### config.mk
export PLATFORM = sky130hd
export DESIGN_NAME = ctrl_barreira_flat
export DESIGN_NICKNAME = d
export VERILOG_FILES = /design/src/rtl/barreira_pkg.sv /design/src/rtl/ctrl_barreira_if.sv /design/src/rtl/contador_tempo.sv /design/src/rtl/ctrl_barreira.sv /design/src/flat_wrapper.sv
export SDC_FILE = /design/constraint.sdc
export NUM_CORES = 1
export LEC_CHECK = 0
export BUFFER_PORTS_ARGS = -buffer_cell sky130_fd_sc_hd__buf_4
export CAP_MARGIN = 20
export CORE_ASPECT_RATIO = 0.9
export CORE_MARGIN = 2
export CORE_UTILIZATION = 51
export DETAILED_ROUTE_END_ITERATION = 12
export GPL_ROUTABILITY_DRIVEN = 0
export GPL_TIMING_DRIVEN = 0
export PLACE_DENSITY_LB_ADDON = 0.3
export SLEW_MARGIN = 5
export SYNTH_ARGS = -nofsm -noshare
export SYNTH_HDL_FRONTEND = slang
export SYNTH_SLANG_ARGS = --single-unit
### constraint.sdc
create_clock -name clk -period 3.22 [get_ports clk]
set_clock_uncertainty 0.2 [all_clocks]
set_input_delay 0.644 -clock clk [delete_from_list [all_inputs] [get_ports clk]]
set_output_delay 0.644 -clock clk [all_outputs]
set_load 0.1 [all_outputs]
### src/rtl/barreira_pkg.sv
// Shared types and widths for the car-park entry barrier controller.
package barreira_pkg;

  localparam int MATR_W = 24;
  localparam int OCUP_W = 8;

  typedef enum logic [1:0] {
    FECHADA  = 2'd0,
    A_ABRIR  = 2'd1,
    ABERTA   = 2'd2,
    A_FECHAR = 2'd3
  } estado_t;

  // Timer width: enough bits for the longer of the two reload values, never below one bit.
  function automatic int temp_w(input int aberto_ciclos, input int mov_ciclos);
    int maior;
    maior = (aberto_ciclos > mov_ciclos) ? aberto_ciclos : mov_ciclos;
    return ($clog2(maior) < 1) ? 1 : $clog2(maior);
  endfunction

endpackage

### src/rtl/ctrl_barreira_if.sv
// Plate handshake between the licence-plate reader and the barrier controller.
interface ctrl_barreira_if;
  import barreira_pkg::*;

  logic [MATR_W-1:0] matricula;
  logic              matr_val;
  logic              matr_rdy;

  // Reader side: presents the plate and holds it until accepted.
  modport master (output matricula, output matr_val, input matr_rdy);
  // Controller side.
  modport slave  (input matricula, input matr_val, output matr_rdy);

endinterface

### src/rtl/contador_tempo.sv
// Loadable down-counter shared by the movement and open-hold timers.
module contador_tempo #(
  parameter int W = 3
) (
  input  logic         clk,
  input  logic         rst_n,
  input  logic         carregar,
  input  logic [W-1:0] carga,
  output logic [W-1:0] valor,
  output logic         zero
);

  // Load has priority; otherwise count down and rest at zero.
  always_ff @(posedge clk or negedge rst_n) begin
    // NOTE: sequential state uses non-blocking assignments so every flop samples pre-edge values.
    if (!rst_n) begin
      valor <= '0;
    end else if (carregar) begin
      valor <= carga;
    end else if (!zero) begin
      valor <= valor - W'(1);
    end
  end

  assign zero = (valor == '0);

endmodule

### src/rtl/ctrl_barreira.sv
// Entry barrier sequencer: admission against occupancy, open/hold/close with
// early close on passage, reversal on obstruction, and occupancy tracking.
module ctrl_barreira
  import barreira_pkg::*;
#(
  parameter int ABERTO_CICLOS = 6,
  parameter int MOV_CICLOS    = 3,
  parameter int CAPACIDADE    = 100
) (
  input  logic              clk,
  input  logic              rst_n,
  ctrl_barreira_if.slave    leitor,
  input  logic              sensor_passagem,
  input  logic              saida,
  output logic              barr_abrir,
  output logic              barr_fechar,
  output logic              barr_aberta,
  output logic              rejeitado,
  output logic [MATR_W-1:0] matr_atual,
  output logic [OCUP_W-1:0] ocupados,
  output logic              lotado
);

  localparam int                TEMP_W       = temp_w(ABERTO_CICLOS, MOV_CICLOS);
  localparam logic [TEMP_W-1:0] CARGA_MOV    = TEMP_W'(MOV_CICLOS - 1);
  localparam logic [TEMP_W-1:0] CARGA_ABERTO = TEMP_W'(ABERTO_CICLOS - 1);
  localparam logic [OCUP_W-1:0] OCUP_MAX     = '1;
  localparam logic [OCUP_W-1:0] LIMITE       = OCUP_W'(CAPACIDADE);

  estado_t           estado, estado_n;
  logic              passou, passou_n;
  logic              pronto;
  logic              transf;
  logic              admitir, rejeita, entrada;
  logic              carregar, t_zero;
  logic [TEMP_W-1:0] carga;
  // Remaining count is not needed here; the FSM only reacts to expiry.
  logic [TEMP_W-1:0] tempo_unused;

  assign leitor.matr_rdy = pronto;
  assign transf          = leitor.matr_val && pronto;
  assign lotado          = (ocupados >= LIMITE);

  contador_tempo #(.W(TEMP_W)) u_tempo (
    .clk      (clk),
    .rst_n    (rst_n),
    .carregar (carregar),
    .carga    (carga),
    .valor    (tempo_unused),
    .zero     (t_zero)
  );

  // Next state, timer reloads and the single-cycle decisions of this cycle.
  always_comb begin
    // NOTE: every signal gets a default first so no path leaves it unassigned and infers a latch.
    estado_n = estado;
    passou_n = passou;
    carregar = 1'b0;
    carga    = '0;
    admitir  = 1'b0;
    rejeita  = 1'b0;
    entrada  = 1'b0;
    case (estado)
      FECHADA: begin
        if (transf) begin
          if (lotado) begin
            rejeita = 1'b1;
          end else begin
            admitir  = 1'b1;
            passou_n = 1'b0;
            estado_n = A_ABRIR;
            carregar = 1'b1;
            carga    = CARGA_MOV;
          end
        end
      end
      A_ABRIR: begin
        if (t_zero) begin
          estado_n = ABERTA;
          carregar = 1'b1;
          carga    = CARGA_ABERTO;
        end
      end
      ABERTA: begin
        // A car under the barrier closes early; only the first passage of an admission counts.
        if (sensor_passagem) begin
          estado_n = A_FECHAR;
          carregar = 1'b1;
          carga    = CARGA_MOV;
          if (!passou) begin
            entrada  = 1'b1;
            passou_n = 1'b1;
          end
        end else if (t_zero) begin
          estado_n = A_FECHAR;
          carregar = 1'b1;
          carga    = CARGA_MOV;
        end
      end
      A_FECHAR: begin
        // Obstruction while closing wins over expiry and reopens the barrier.
        if (sensor_passagem) begin
          estado_n = A_ABRIR;
          carregar = 1'b1;
          carga    = CARGA_MOV;
        end else if (t_zero) begin
          estado_n = FECHADA;
        end
      end
      default: estado_n = FECHADA;
    endcase
  end

  // State, passage flag and registered motor/handshake outputs.
  always_ff @(posedge clk or negedge rst_n) begin
    if (!rst_n) begin
      estado      <= FECHADA;
      passou      <= 1'b0;
      pronto      <= 1'b0;
      barr_abrir  <= 1'b0;
      barr_fechar <= 1'b0;
      barr_aberta <= 1'b0;
      rejeitado   <= 1'b0;
    end else begin
      estado      <= estado_n;
      passou      <= passou_n;
      pronto      <= (estado_n == FECHADA);
      barr_abrir  <= (estado_n == A_ABRIR);
      barr_fechar <= (estado_n == A_FECHAR);
      barr_aberta <= (estado_n == ABERTA);
      rejeitado   <= rejeita;
    end
  end

  // Last admitted plate.
  always_ff @(posedge clk or negedge rst_n) begin
    if (!rst_n) begin
      matr_atual <= '0;
    end else if (admitir) begin
      matr_atual <= leitor.matricula;
    end
  end

  // Occupancy: entry and exit in the same cycle cancel; both ends saturate.
  always_ff @(posedge clk or negedge rst_n) begin
    if (!rst_n) begin
      ocupados <= '0;
    end else begin
      case ({entrada, saida})
        2'b10: if (ocupados != OCUP_MAX) ocupados <= ocupados + OCUP_W'(1);
        2'b01: if (ocupados != '0)       ocupados <= ocupados - OCUP_W'(1);
        default: ;
      endcase
    end
  end

endmodule

### src/flat_wrapper.sv
// flat-port wrapper written by rule: the top's interface ports become plain ports
module ctrl_barreira_flat import barreira_pkg::*;
#(
  parameter int ABERTO_CICLOS = 6,
  parameter int MOV_CICLOS    = 3,
  parameter int CAPACIDADE    = 100
)
  (clk, rst_n, sensor_passagem, saida, barr_abrir, barr_fechar, barr_aberta, rejeitado, matr_atual, ocupados, lotado, leitor_matricula, leitor_matr_val, leitor_matr_rdy);
  ctrl_barreira_if leitor_i ();
  input  logic clk;
  input  logic rst_n;
  input  logic sensor_passagem;
  input  logic saida;
  output logic barr_abrir;
  output logic barr_fechar;
  output logic barr_aberta;
  output logic rejeitado;
  output logic [MATR_W-1:0] matr_atual;
  output logic [OCUP_W-1:0] ocupados;
  output logic lotado;
  input wire logic [$bits(leitor_i.matricula)-1:0] leitor_matricula;
  input wire logic [$bits(leitor_i.matr_val)-1:0] leitor_matr_val;
  output wire logic [$bits(leitor_i.matr_rdy)-1:0] leitor_matr_rdy;
  assign leitor_i.matricula = leitor_matricula;
  assign leitor_i.matr_val = leitor_matr_val;
  assign leitor_matr_rdy = leitor_i.matr_rdy;
  ctrl_barreira #(.ABERTO_CICLOS(ABERTO_CICLOS), .MOV_CICLOS(MOV_CICLOS), .CAPACIDADE(CAPACIDADE)) u_core (.clk(clk), .rst_n(rst_n), .leitor(leitor_i), .sensor_passagem(sensor_passagem), .saida(saida), .barr_abrir(barr_abrir), .barr_fechar(barr_fechar), .barr_aberta(barr_aberta), .rejeitado(rejeitado), .matr_atual(matr_atual), .ocupados(ocupados), .lotado(lotado));
endmodule
* Word-level counts from Yosys, hierarchy flattened *
Cells that the tools add are included.

cells by class
  add/sub/neg operators = 3
  reduce and logical (&&, ||, !) cells = 9
  eq/ne operators = 15
  $lt $le $gt $ge = 1
  muxes and demuxes = 37

operators with widths
  operator             number
  $mux 2               10
  $mux 8               2
  $pmux 8 s2           1
  $mux 1               15
  $mux 3               5
  $pmux 3 s4           1
  $eq 2x2->1 const B   5
  $add 8x1->8 const B  1
  $ge 8x7->1 const B   1
  $ne 2x1->1 const B   4
  $ne 8x8->1 const B   1
  $pmux 2 s4           1
  $reduce_bool 8->1    1
  $sub 8x1->8 const B  1
  $eq 2x1->1 const B   3
  $logic_not 2->1      2
  $ne 2x2->1 const B   2
  $pmux 1 s4           1
  $reduce_and 4->1     1
  $reduce_bool 2->1    2
  $logic_not 3->1      1
  $reduce_and 3->1     1
  $sub 3x1->3 const B  1
  $pmux 1 s2           1
  $logic_and 1x1->1    1

word-level totals
  output and inout port bits = 38
  input port bits = 29
  logic and storage cells = 75
  bits in registers = 43

* Logic depth before layout (Yosys ltp) *
Gate-level depths: netlist (run 1).

  word-level depth = 6
  depth in mapped cells = 12

* Modules after synthesis *
Synthesis (run 1) repeated with hierarchy kept, for this count alone.

second synthesis, totals
  cells, all modules = 160
  area total of the unflattened synthesis = 2064.5 sq um

by module, submodules not included
  module          seq. area each (sq um)  area each (sq um)  times used  cells an instance
  ctrl_barreira   1001.0                  1864.3             1           139
  contador_tempo  75.1                    200.2              1           21

* Least setup slack after synthesis (run 1) *
OpenSTA, ideal clock, no wires.

  kind = input-to-reg
  from = input port sensor_passagem
  to = register u_core.ocupados[6]
  data arrival time = 2723 ps
  path slack = 217 ps
  cell stages on the path = 11
  setup time = 80 ps
  data required time = 2940 ps
  path through = nand3_1 > ha_1 > clkbuf_1 > clkbuf_1 > xor2_1 > ha_1 > nor3b_1 > o21ai_0 > and4_1 > o31ai_1 > xnor2_1

on the way
  word-level cells in the longest chain between the ends = 5
  elaborated cells on any way between the ends = 9
  classes of those cells = eq/ne: 4; mux: 3; reduce/logical: 2

ends and longest elaborated chain
  item                                                       RTL line              source
  start, declared                                            flat_wrapper.sv:12    input logic sensor_passagem;
  $mux 1 *                                                   ctrl_barreira.sv:86   if (sensor_passagem) begin
  $mux 1 *                                                   ctrl_barreira.sv:63   case (estado)
  $eq 2x1->1 or $eq 2x2->1 (tied branches)                   ctrl_barreira.sv:149  case ({entrada, saida})
  $ne 2x1->1 (no line) or $reduce_bool 2->1 (tied branches)  --
  $reduce_and 3->1 (no line)                                 --
  end signal, assigned                                       ctrl_barreira.sv:150  2'b10: if (ocupados != OCUP_MAX) ocupados <= ocupados + OCUP_W'(1);
  end signal, assigned                                       ctrl_barreira.sv:151  2'b01: if (ocupados != '0) ocupados <= ocupados - OCUP_W'(1);
  end, declared                                              ctrl_barreira.sv:20   output logic [OCUP_W-1:0] ocupados,

Every way passes the cells marked *; elsewhere a longest branch is shown, timed or not.
A chain may end at the register's enable or synchronous reset.

* Final worst setup path (run 1) *
  from = register u_core.estado[1]
  to = register u_core.ocupados[6]

on the way
  word-level cells in the longest chain between the ends = 5
  elaborated cells on any way between the ends = 9
  classes of those cells = eq/ne: 5; mux: 2; reduce/logical: 2

ends and longest elaborated chain
  item                                                       RTL line              source
  start, declared                                            ctrl_barreira.sv:30   estado_t estado, estado_n;
  start signal, assigned                                     ctrl_barreira.sv:125  estado <= estado_n;
  $eq 2x2->1 *                                               ctrl_barreira.sv:63
  $mux 1 *                                                   ctrl_barreira.sv:63
  $eq 2x1->1 or $eq 2x2->1 (tied branches)                   ctrl_barreira.sv:149
  $ne 2x1->1 (no line) or $reduce_bool 2->1 (tied branches)  --
  $reduce_and 3->1 (no line)                                 --

Marked as above.

==> out/qor.csv, run 1 <==
stage;metric;value;unit
outcome;status;complete, no violations;
clock_tree;clk_lat worst skew;300;ps
routing;# DRC;0;
floorplanning;Die Height;66.8;um
routing;final wirelength;4720;um
clock_tree;H-tree Lvls;2;
logic_synthesis;Syn Inst Count;181;
finish;commonest non-fill, non-tap cells in the layout;buf_4 (68), dfrtp_1 (42), mux2_4 (19), inv_1 (8), nand2_1 (8);
worst_setup_path;instance count on the critical path;12;
worst_setup_path;cell mode on critical path;ha_1;
worst_setup_path;crit end category;register;
sta;Period minus WS final;2960;ps
worst_setup_path;slowest CP cell;dfrtp_2;
floorplanning;die width;73.8;um
routing;DR vias;1676;
grt;largest net degree at the start of global routing;44;
worst_setup_path;CP Launch Type;register;
logic_synthesis;ys async rst share;100;%
finish;commonest non-fill, non-tap cell in the layout;buf_4;
worst_setup_path;setup slack, reg-to-reg;260;ps
logic_synthesis;Synth Register Bits;43;
worst_setup_path;Arrival @ worst endpoint;2990;ps
worst_setup_path;largest fanout on the critical path;10;
place;I/O Buffers;66;
place;detailed placement HPWL;3330;um
routing;drt initial violations;43;
finish;storage element area;0.00108;mm^2
worst_setup_path;Setup CP Type;reg2reg;
min_path;type of the worst min-delay path;in2async;
clock_tree;number of CTS-inserted buffers;5;
finish;fraction of layout cells with a size suffix above 1;46.9;%
finish;antenna cells;0;
worst_setup_path;worst reg2reg path startpoint;u_core.estado[1];
sta;final period utilization;92.0;%
floorplanning;die area;0.00493;mm^2
logic_synthesis;Synth cell types;46;
routing;TritonRoute pass-1 iters;4;
worst_setup_path;worst r2r dst;u_core.ocupados[6];
floorplanning;Starting Density;53.8;%
grt;first-pass GRT wire length;7640;um
logic_synthesis;EDFF count, synth;0;
worst_setup_path;Worst Path Buf+Inv;2;
sta;Slew Limit Fails;0;
clock_tree;clk root buf;clkbuf_8;
floorplanning;core box area;0.00416;mm^2
clock_tree;clock sink count;43;
sta;slew at the pin closest to its max-slew limit;605;ps
grt;antenna violations before repair;0;
worst_setup_path;critical path cell sequence;nor2b_4 -> nand3_1 -> ha_1 -> clkbuf_2 -> clkbuf_4 -> xor2_1 -> ha_1 -> nor3b_1 -> o21ai_0 -> and4_1 -> o31ai_2 -> xnor2_1;
floorplanning;Cell Rows;22;
job;max-cap viol count;0;
place;placed cells;307;
clock_tree;Worst-path clk slew;90;ps
worst_setup_path;CP top delay family;simple AND/OR/NAND/NOR gates;
routing;vias per cell;5.30;
routing;Avg WL per Cell;14.9;um
sta;endpoints failing setup;0;
routing;ANT nets after route;0;
finish;fin nets;290;
sta;final hold violations;0;
worst_setup_path;max incr delay on CP;420;ps
place;pre-CTS setup slack;-275;ps
logic_synthesis;Synthesized Nets;216;
finish;multi-input logic area;0.00105;mm^2
grt;GRT overflow;0;
grt;vias in the first global route;1650;
sta;max_slew headroom;59.7;%
finish;fill count;327;
logic_synthesis;total of warnings raised by yosys;0;
clock_tree;clk buf depth;2;
sta;RSZ-0062 raised after global routing;false;
sta;max frequency;338;MHz
worst_setup_path;worst path required time;3250;ps
logic_synthesis;most common flop cell mapped by yosys;dfrtp_1;
finish;area grow syn2layout;31.9;%
sta;setup ws final;259;ps
floorplanning;Ports;67;
sta;setup TNS;0;ps
sta;Hold WS;121;ps
logic_synthesis;register area share after synthesis;48.1;%
worst_setup_path;FF-to-FF path depth;12;
grt;GRT Util Overall;20.5;%
logic_synthesis;Netlist Area Pre-Place;0.00224;mm^2
clock_tree;CTS tree;built;
logic_synthesis;Syn Area/Cell;12.4;um^2
finish;final cell count without fillers;316;
==> synthesized netlist by cell type, types with 4 or more instances <==
| cell type | instances | area, um^2 |
|---|---|---|
| xor2_1 | 5 | 43.8 |
| ha_1 | 6 | 75.1 |
| buf_6 | 5 | 56.3 |
| inv_1 | 8 | 30.0 |
| nor2_1 | 7 | 26.3 |
| a21o_1 | 4 | 30.0 |
| nor2b_1 | 4 | 25.0 |
| xnor2_1 | 6 | 52.6 |
| mux2_4 | 19 | 285 |
| mux2_2 | 7 | 78.8 |
| nand2_1 | 8 | 30.0 |
| clkbuf_1 | 6 | 22.5 |
| o21ai_0 | 6 | 30.0 |
| dfrtp_1 | 43 | 1080 |
==> registers in the layout (all words and copies together), names as in the netlist <==
signal                  cells
u_core.passou               1
u_core.leitor.matr_rdy      1
u_core.u_tempo.valor        3
u_core.ocupados             8
u_core.rejeitado            1
u_core.barr_abrir           1
u_core.matr_atual          24
u_core.barr_fechar          1
u_core.estado               2
u_core.barr_aberta          1
==> per-layer routing <==
metal  vias to the layer above  track usage, %  wire length [um]
li1                        789               -                 -
met4                         0            5.45                48
met3                         5            6.35               367
met5                         -               0                 0
met2                        62            33.9              2220
met1                       820            26.1              2090
==> final cells by class <==
cell class / instances / area share, %
sequential: 43 / 36.5
multi-input combinational: 117 / 35.7
timing repair buffer: 67 / 17.0
buffer: 13 / 3.27
tap: 60 / 2.54
clock buffer: 5 / 2.33
clock inverter: 3 / 1.61
inverter: 8 / 1.02
==> worst reg2reg max path, stage by stage (launching register included) <==
cell and delay, ps:
dfrtp_2 420, nor2b_4 210, nand3_1 140, ha_1 230, clkbuf_2 180, clkbuf_4 220
xor2_1 160, ha_1 210, nor3b_1 190, o21ai_0 130, and4_1 220, o31ai_2 240
xnor2_1 140
==> logic make-up after synthesis <==
logic type,after synthesis,synth area share [%]
xor+xnor,11,4.31
mux,27,16.8
compound gates,29,9.84
fa+ha+maj,6,3.36
buf+inv,21,5.42
simple gates,44,12.2
flops,43,48.1
==> how the worst max path moves through the flow <==
| stage | startpoint | endpoint | slack (ps) |
|---|---|---|---|
| 5_1_grt | u_core.estado[1] | u_core.ocupados[6] | 2 |
| 4_1_cts | u_core.estado[1] | u_core.ocupados[6] | 10 |
| 3_5_place_dp | sensor_passagem | u_core.ocupados[6] | -280 |
| 3_3_place_gp | sensor_passagem | u_core.ocupados[6] | -260 |
| 6_report | u_core.estado[1] | u_core.ocupados[6] | 260 |
| 2_1_floorplan | sensor_passagem | u_core.ocupados[6] | 220 |
==> per-stage QoR <==
stage	util, %	instance area (um^2)
after floorplan	-	2240
after global placement	67.5	2810
after detailed placement	67.5	2810
after CTS	70.6	2930
after global routing	71.0	2950
final	71.0	2950
==> timing repair <==
action,4_1_cts,5_1_grt
setup endpoints to repair,2,2
buffers inserted,0,1
hold buffers,0,0
gates resized for setup,3,7
Power of run 1 is left out: the tool's default activity adds up to more than one toggle a clock period on the data nets, which glitch-free logic cannot reach.
==> run 2: changes to the inputs <==
- CORE_UTILIZATION: 51 -> 53
- CTS_BUF_LIST: default -> sky130_fd_sc_hd__clkbuf_8
- MAX_ROUTING_LAYER: default -> met4
==> run 2 against run 1 <==
Fmax is 0.17% lower. Critical path depth decreased by 1. Global-route usage increased by 0.49 points. First-iteration DRC count rose by 65%. Register-to-register slack is essentially flat. Die area shrank 3.6%. Worst hold slack improved by 22 ps. Final cell count shrank 5.1%. Critical path type unchanged. Cell area decreased by 2.4%. Flip-flop and latch count did not move. Routed wire length down 4.8%.
==> out/qor.csv, run 2 (synthesis results as in run 1) <==
stage;metric;value;unit;change
grt;vias in the first global route;1617;;was 1650
finish;fraction of layout cells with a size suffix above 1;46.0;%;was 46.9%
finish;commonest non-fill, non-tap cell in the layout;buf_4;;unchanged
floorplanning;Starting Density;54.9;%;was 53.8%
clock_tree;clk buf depth;2;;unchanged
finish;commonest non-fill, non-tap cells in the layout;buf_4 (67), dfrtp_1 (42), mux2_4 (19), inv_1 (9), nand2_1 (8);;was buf_4 (68), dfrtp_1 (42), mux2_4 (19), inv_1 (8), nand2_1 (8)
grt;largest net degree at the start of global routing;44;;unchanged
sta;slew at the pin closest to its max-slew limit;607;ps;was 605 ps
clock_tree;Setup Buffers After CTS;0;;unchanged
routing;vias per cell;5.40;;was 5.30
finish;Largest regs;u_core.matr_atual (24), u_core.ocupados (8), u_core.u_tempo.valor (3);;unchanged
worst_setup_path;Setup CP Type;reg2reg;;unchanged
worst_setup_path;worst path required time;3220;ps;was 3250 ps
sta;setup TNS;0;ps;unchanged
floorplanning;core box area;0.00407;mm^2;was 0.00416 mm^2
grt;GRT Util Overall;21.0;%;was 20.5%
finish;Reg with most FFs;u_core.matr_atual;;unchanged
sta;final period utilization;92.1;%;was 92.0%
floorplanning;Die Height;65.6;um;was 66.8 um
finish;multi-input logic area;0.00105;mm^2;about the same
floorplanning;die width;72.5;um;was 73.8 um
grt;first-pass GRT wire length;7650;um;was 7640 um
sta;max frequency;337;MHz;was 338 MHz
routing;# DRC;0;;unchanged
worst_setup_path;CP Launch Type;register;;unchanged
clock_tree;Worst-path clk slew;70;ps;was 90 ps
sta;Period minus WS final;2970;ps;was 2960 ps
clock_tree;number of CTS-inserted buffers;5;;unchanged
finish;storage element area;0.00108;mm^2;unchanged
sta;final hold violations;0;;unchanged
min_path;type of the worst min-delay path;in2async;;unchanged
sta;RSZ-0062 raised after global routing;false;;unchanged
sta;max_slew headroom;59.6;%;was 59.7%
finish;max reg flops;24;;unchanged
finish;Core Util, Final;70.7;%;was 71.0%
place;placed cells;295;;was 307
finish;fin nets;288;;was 290
floorplanning;die area;0.00476;mm^2;was 0.00493 mm^2
place;detailed placement HPWL;3320;um;was 3330 um
routing;final wirelength;4500;um;was 4720 um
clock_tree;clock sink count;43;;unchanged
floorplanning;Cell Rows;22;;unchanged
routing;drt initial violations;71;;was 43
finish;fin area;0.00288;mm^2;was 0.00295 mm^2
sta;Slew Limit Fails;0;;unchanged
grt;GRT overflow;0;;unchanged
clock_tree;clk root buf;clkbuf_8;;unchanged
finish;antenna cells;0;;unchanged
finish;area grow syn2layout;28.7;%;was 31.9%
worst_setup_path;crit end category;register;;unchanged
outcome;status;complete, no violations;;unchanged
finish;fill count;302;;was 327
floorplanning;Ports;67;;unchanged
grt;antenna violations before repair;0;;unchanged
routing;TritonRoute pass-1 iters;4;;unchanged
sta;endpoints failing setup;0;;unchanged
clock_tree;CTS tree;built;;unchanged
routing;Avg WL per Cell;15.0;um;was 14.9 um
clock_tree;H-tree Lvls;2;;unchanged
place;Area after DPL;0.00279;mm^2;was 0.00281 mm^2
place;I/O Buffers;66;;unchanged
finish;final cell count without fillers;300;;was 316
routing;DR vias;1621;;was 1676
job;max-cap viol count;0;;unchanged
routing;ANT nets after route;0;;unchanged
clock_tree;clk_lat worst skew;280;ps;was 300 ps
worst_setup_path;largest fanout on the critical path;11;;was 10
worst_setup_path;Arrival @ worst endpoint;2970;ps;was 2990 ps
==> run 2: timing repair <==
item	CTS	global route
setup endpoints to repair	2	2
hold buffers	0	0
pin swaps	0	0
resized for setup	2	5
hold endpoints to repair	0	0
==> run 2: per-stage QoR <==
stage	hold slack, ps	worst slack, ps
detailed placement	293	-324
CTS	158	59.4
global route	173	0.939
global placement	293	-277
finish	143	254
floorplan	148	217
==> run 2: layer usage <==
layer,share of wire (%),track usage (%),vias up
li1,-,-,781
met1,45,29.4,775
met2,47,33.1,63
met3,7.7,5.06,2
met4,0.22,1.39,0
met5,0,-,-
==> run 2: area by class of cell <==
class / instances / share of cell area, %
flip-flops and latches: 43 / 37.4
repair buffers: 66 / 17.2
clock inverters: 1 / 0.130
well taps: 48 / 2.09
inverters: 8 / 1.04
plain buffers: 12 / 3.09
multi-input cells: 117 / 36.6
clock buffers: 5 / 2.39
==> run 2: worst max-delay path, cell delays in order (launching register included) <==
cell and delay [ps]:
dfrtp_2 450, nor2b_4 150, nand3_1 150, ha_2 320, clkbuf_2 280, xor2_1 170, ha_1 220, nor3b_1 180
o21ai_0 130, and4_1 230, o31ai_2 260, xnor2_1 140
==> run 2: worst paths after layout <==
path                                       start               endpoint  slack (ps)  cells after the start
max                             u_core.estado[1]     u_core.ocupados[6]         250                     11
min reg2reg                u_core.matr_atual[21]  u_core.matr_atual[21]         310                      1
max reg2reg                     u_core.estado[1]     u_core.ocupados[6]         250                     11
max in group asynchronous                  rst_n       u_core.estado[1]        2290                      1
min                                        rst_n     u_core.barr_aberta         140                      1
min in group clk           u_core.matr_atual[21]  u_core.matr_atual[21]         310                      1
Power of run 2 is left out for the same reason.
==> run 3: changes to the inputs <==
- CAP_MARGIN: 20 -> 0
- CORE_UTILIZATION: 53 -> 51
- CTS_BUF_LIST: sky130_fd_sc_hd__clkbuf_8 -> default
==> run 3 against run 2 <==
Fmax up 0.34%. Routed wire length up 4.8%. First-iteration DRC count down 46%. Global-route usage up 0.096 points. Non-clock buffer count up 2. Via count up 2.3%. Die area up 3.7%. Worst hold slack worse by 26 ps. Flip-flop and latch count unchanged. Register-to-register slack about the same. Highest routed layer unchanged. Cell area up 2.5%.
==> out/qor.csv, run 3 (synthesis results as in run 1) <==
stage;metric;value;unit;change
outcome;status;complete, no violations;;unchanged
worst_setup_path;FF-to-FF path depth;12;;was 11
finish;Reg with most FFs;u_core.matr_atual;;unchanged
routing;DR vias;1659;;was 1621
sta;final period utilization;91.8;%;was 92.1%
sta;Period minus WS final;2960;ps;was 2970 ps
grt;GRT busiest layer;met2;;unchanged
worst_setup_path;worst path required time;3250;ps;was 3220 ps
sta;slew at the pin closest to its max-slew limit;597;ps;was 607 ps
grt;GRT overflow;0;;unchanged
routing;drt initial violations;38;;was 71
clock_tree;clock sink count;43;;unchanged
place;pre-CTS setup slack;-275;ps;was -324 ps
routing;TritonRoute pass-1 iters;4;;unchanged
finish;storage element area;0.00108;mm^2;unchanged
clock_tree;Worst-path clk slew;90;ps;was 70 ps
place;detailed placement HPWL;3330;um;was 3320 um
sta;Hold WS;118;ps;was 143 ps
sta;max frequency;338;MHz;was 337 MHz
worst_setup_path;CP Launch Type;register;;unchanged
floorplanning;Ports;67;;unchanged
sta;setup ws final;264;ps;was 254 ps
sta;setup TNS;0;ps;unchanged
floorplanning;core box area;0.00416;mm^2;was 0.00407 mm^2
routing;final wirelength;4710;um;was 4500 um
clock_tree;hold bufs inserted after CTS;0;;unchanged
min_path;type of the worst min-delay path;in2async;;unchanged
sta;final hold violations;0;;unchanged
routing;# DRC;0;;unchanged
finish;max reg flops;24;;unchanged
worst_setup_path;crit end category;register;;unchanged
worst_setup_path;Arrival @ worst endpoint;2990;ps;was 2970 ps
clock_tree;number of CTS-inserted buffers;5;;unchanged
clock_tree;clk root buf;clkbuf_8;;unchanged
job;max-cap viol count;0;;unchanged
clock_tree;clk_lat worst skew;300;ps;was 280 ps
grt;vias in the first global route;1644;;was 1617
worst_setup_path;largest fanout on the critical path;10;;was 11
sta;endpoints failing setup;0;;unchanged
routing;Avg WL per Cell;14.9;um;was 15.0 um
floorplanning;Starting Density;53.8;%;was 54.9%
floorplanning;Die Height;66.8;um;was 65.6 um
clock_tree;H-tree Lvls;2;;unchanged
finish;multi-input logic area;0.00105;mm^2;about the same
floorplanning;die width;73.8;um;was 72.5 um
grt;met1 GRT Util;26.5;%;was 29.4%
grt;first-pass GRT wire length;7640;um;was 7650 um
clock_tree;clk buf depth;2;;unchanged
finish;area grow syn2layout;31.9;%;was 28.7%
sta;RSZ-0062 raised after global routing;false;;unchanged
finish;Largest regs;u_core.matr_atual (24), u_core.ocupados (8), u_core.u_tempo.valor (3);;unchanged
grt;largest net degree at the start of global routing;44;;unchanged
grt;antenna violations before repair;0;;unchanged
floorplanning;die area;0.00493;mm^2;was 0.00476 mm^2
finish;commonest non-fill, non-tap cell in the layout;buf_4;;unchanged
finish;fin nets;290;;was 288
sta;max_slew headroom;60.2;%;was 59.6%
finish;antenna cells;0;;unchanged
grt;GRT Util Overall;21.1;%;was 21.0%
place;I/O Buffers;66;;unchanged
finish;fraction of layout cells with a size suffix above 1;46.9;%;was 46.0%
sta;Slew Limit Fails;0;;unchanged
routing;vias per cell;5.25;;was 5.40
finish;fill count;327;;was 302
worst_setup_path;Setup CP Type;reg2reg;;unchanged
grt;met3 usage;6.05;%;was 5.06%
grt;met2 GRT Util;33.8;%;was 33.1%
routing;ANT nets after route;0;;unchanged
floorplanning;Cell Rows;22;;unchanged
clock_tree;CTS tree;built;;unchanged
finish;commonest non-fill, non-tap cells in the layout;buf_4 (68), dfrtp_1 (42), mux2_4 (19), inv_1 (8), nand2_1 (8);;was buf_4 (67), dfrtp_1 (42), mux2_4 (19), inv_1 (9), nand2_1 (8)
## run 3: through the flow
step                instances  util, %  area, um^2
floorplan                 181        -        2240
global placement          307     67.5        2810
global route              316     71.0        2950
detailed placement        307     67.5        2810
finish                    316     71.0        2950
CTS                       315     70.6        2930
## run 3: critical path, cell delays in order, from the launching register on
cell	delay [ps]
dfrtp_2	420
nor2b_4	210
nand3_1	140
ha_1	230
clkbuf_2	180
clkbuf_4	220
xor2_1	160
ha_1	210
nor3b_1	180
o21ai_0	120
and4_1	220
o31ai_2	240
xnor2_1	140
## run 3: final cells by class
class	instances	area share, %
plain buffers	13	3.27
clock buffers	5	2.33
clock inverters	3	1.61
well taps	60	2.54
inverters	8	1.02
repair buffers	67	17.0
multi-input cells	117	35.7
flip-flops and latches	43	36.5
## run 3: path summary, 6_finish.rpt
kind / start / endpoint / slack (ps)
min reg2reg: u_core.matr_atual[2] / u_core.matr_atual[2] / 310
min in group clk: u_core.matr_atual[2] / u_core.matr_atual[2] / 310
max in group asynchronous: rst_n / u_core.estado[1] / 2320
max reg2reg: u_core.estado[1] / u_core.ocupados[6] / 260
max: u_core.estado[1] / u_core.ocupados[6] / 260
min: rst_n / u_core.matr_atual[0] / 120
## run 3: layer usage
layer,vias up,share of wire [%]
met5,-,0
met4,0,1.2
met3,5,7.3
met2,59,47
met1,805,45
li1,790,-
## run 3: timing repair
| action | in CTS | in global routing |
|---|---|---|
| gates cloned | 0 | 0 |
| endpoints found under the hold margin | 0 | 0 |
| setup buffers | 0 | 1 |
| gates resized for setup | 3 | 7 |
| setup endpoints to repair | 2 | 2 |
Power of run 3 is left out for the same reason.
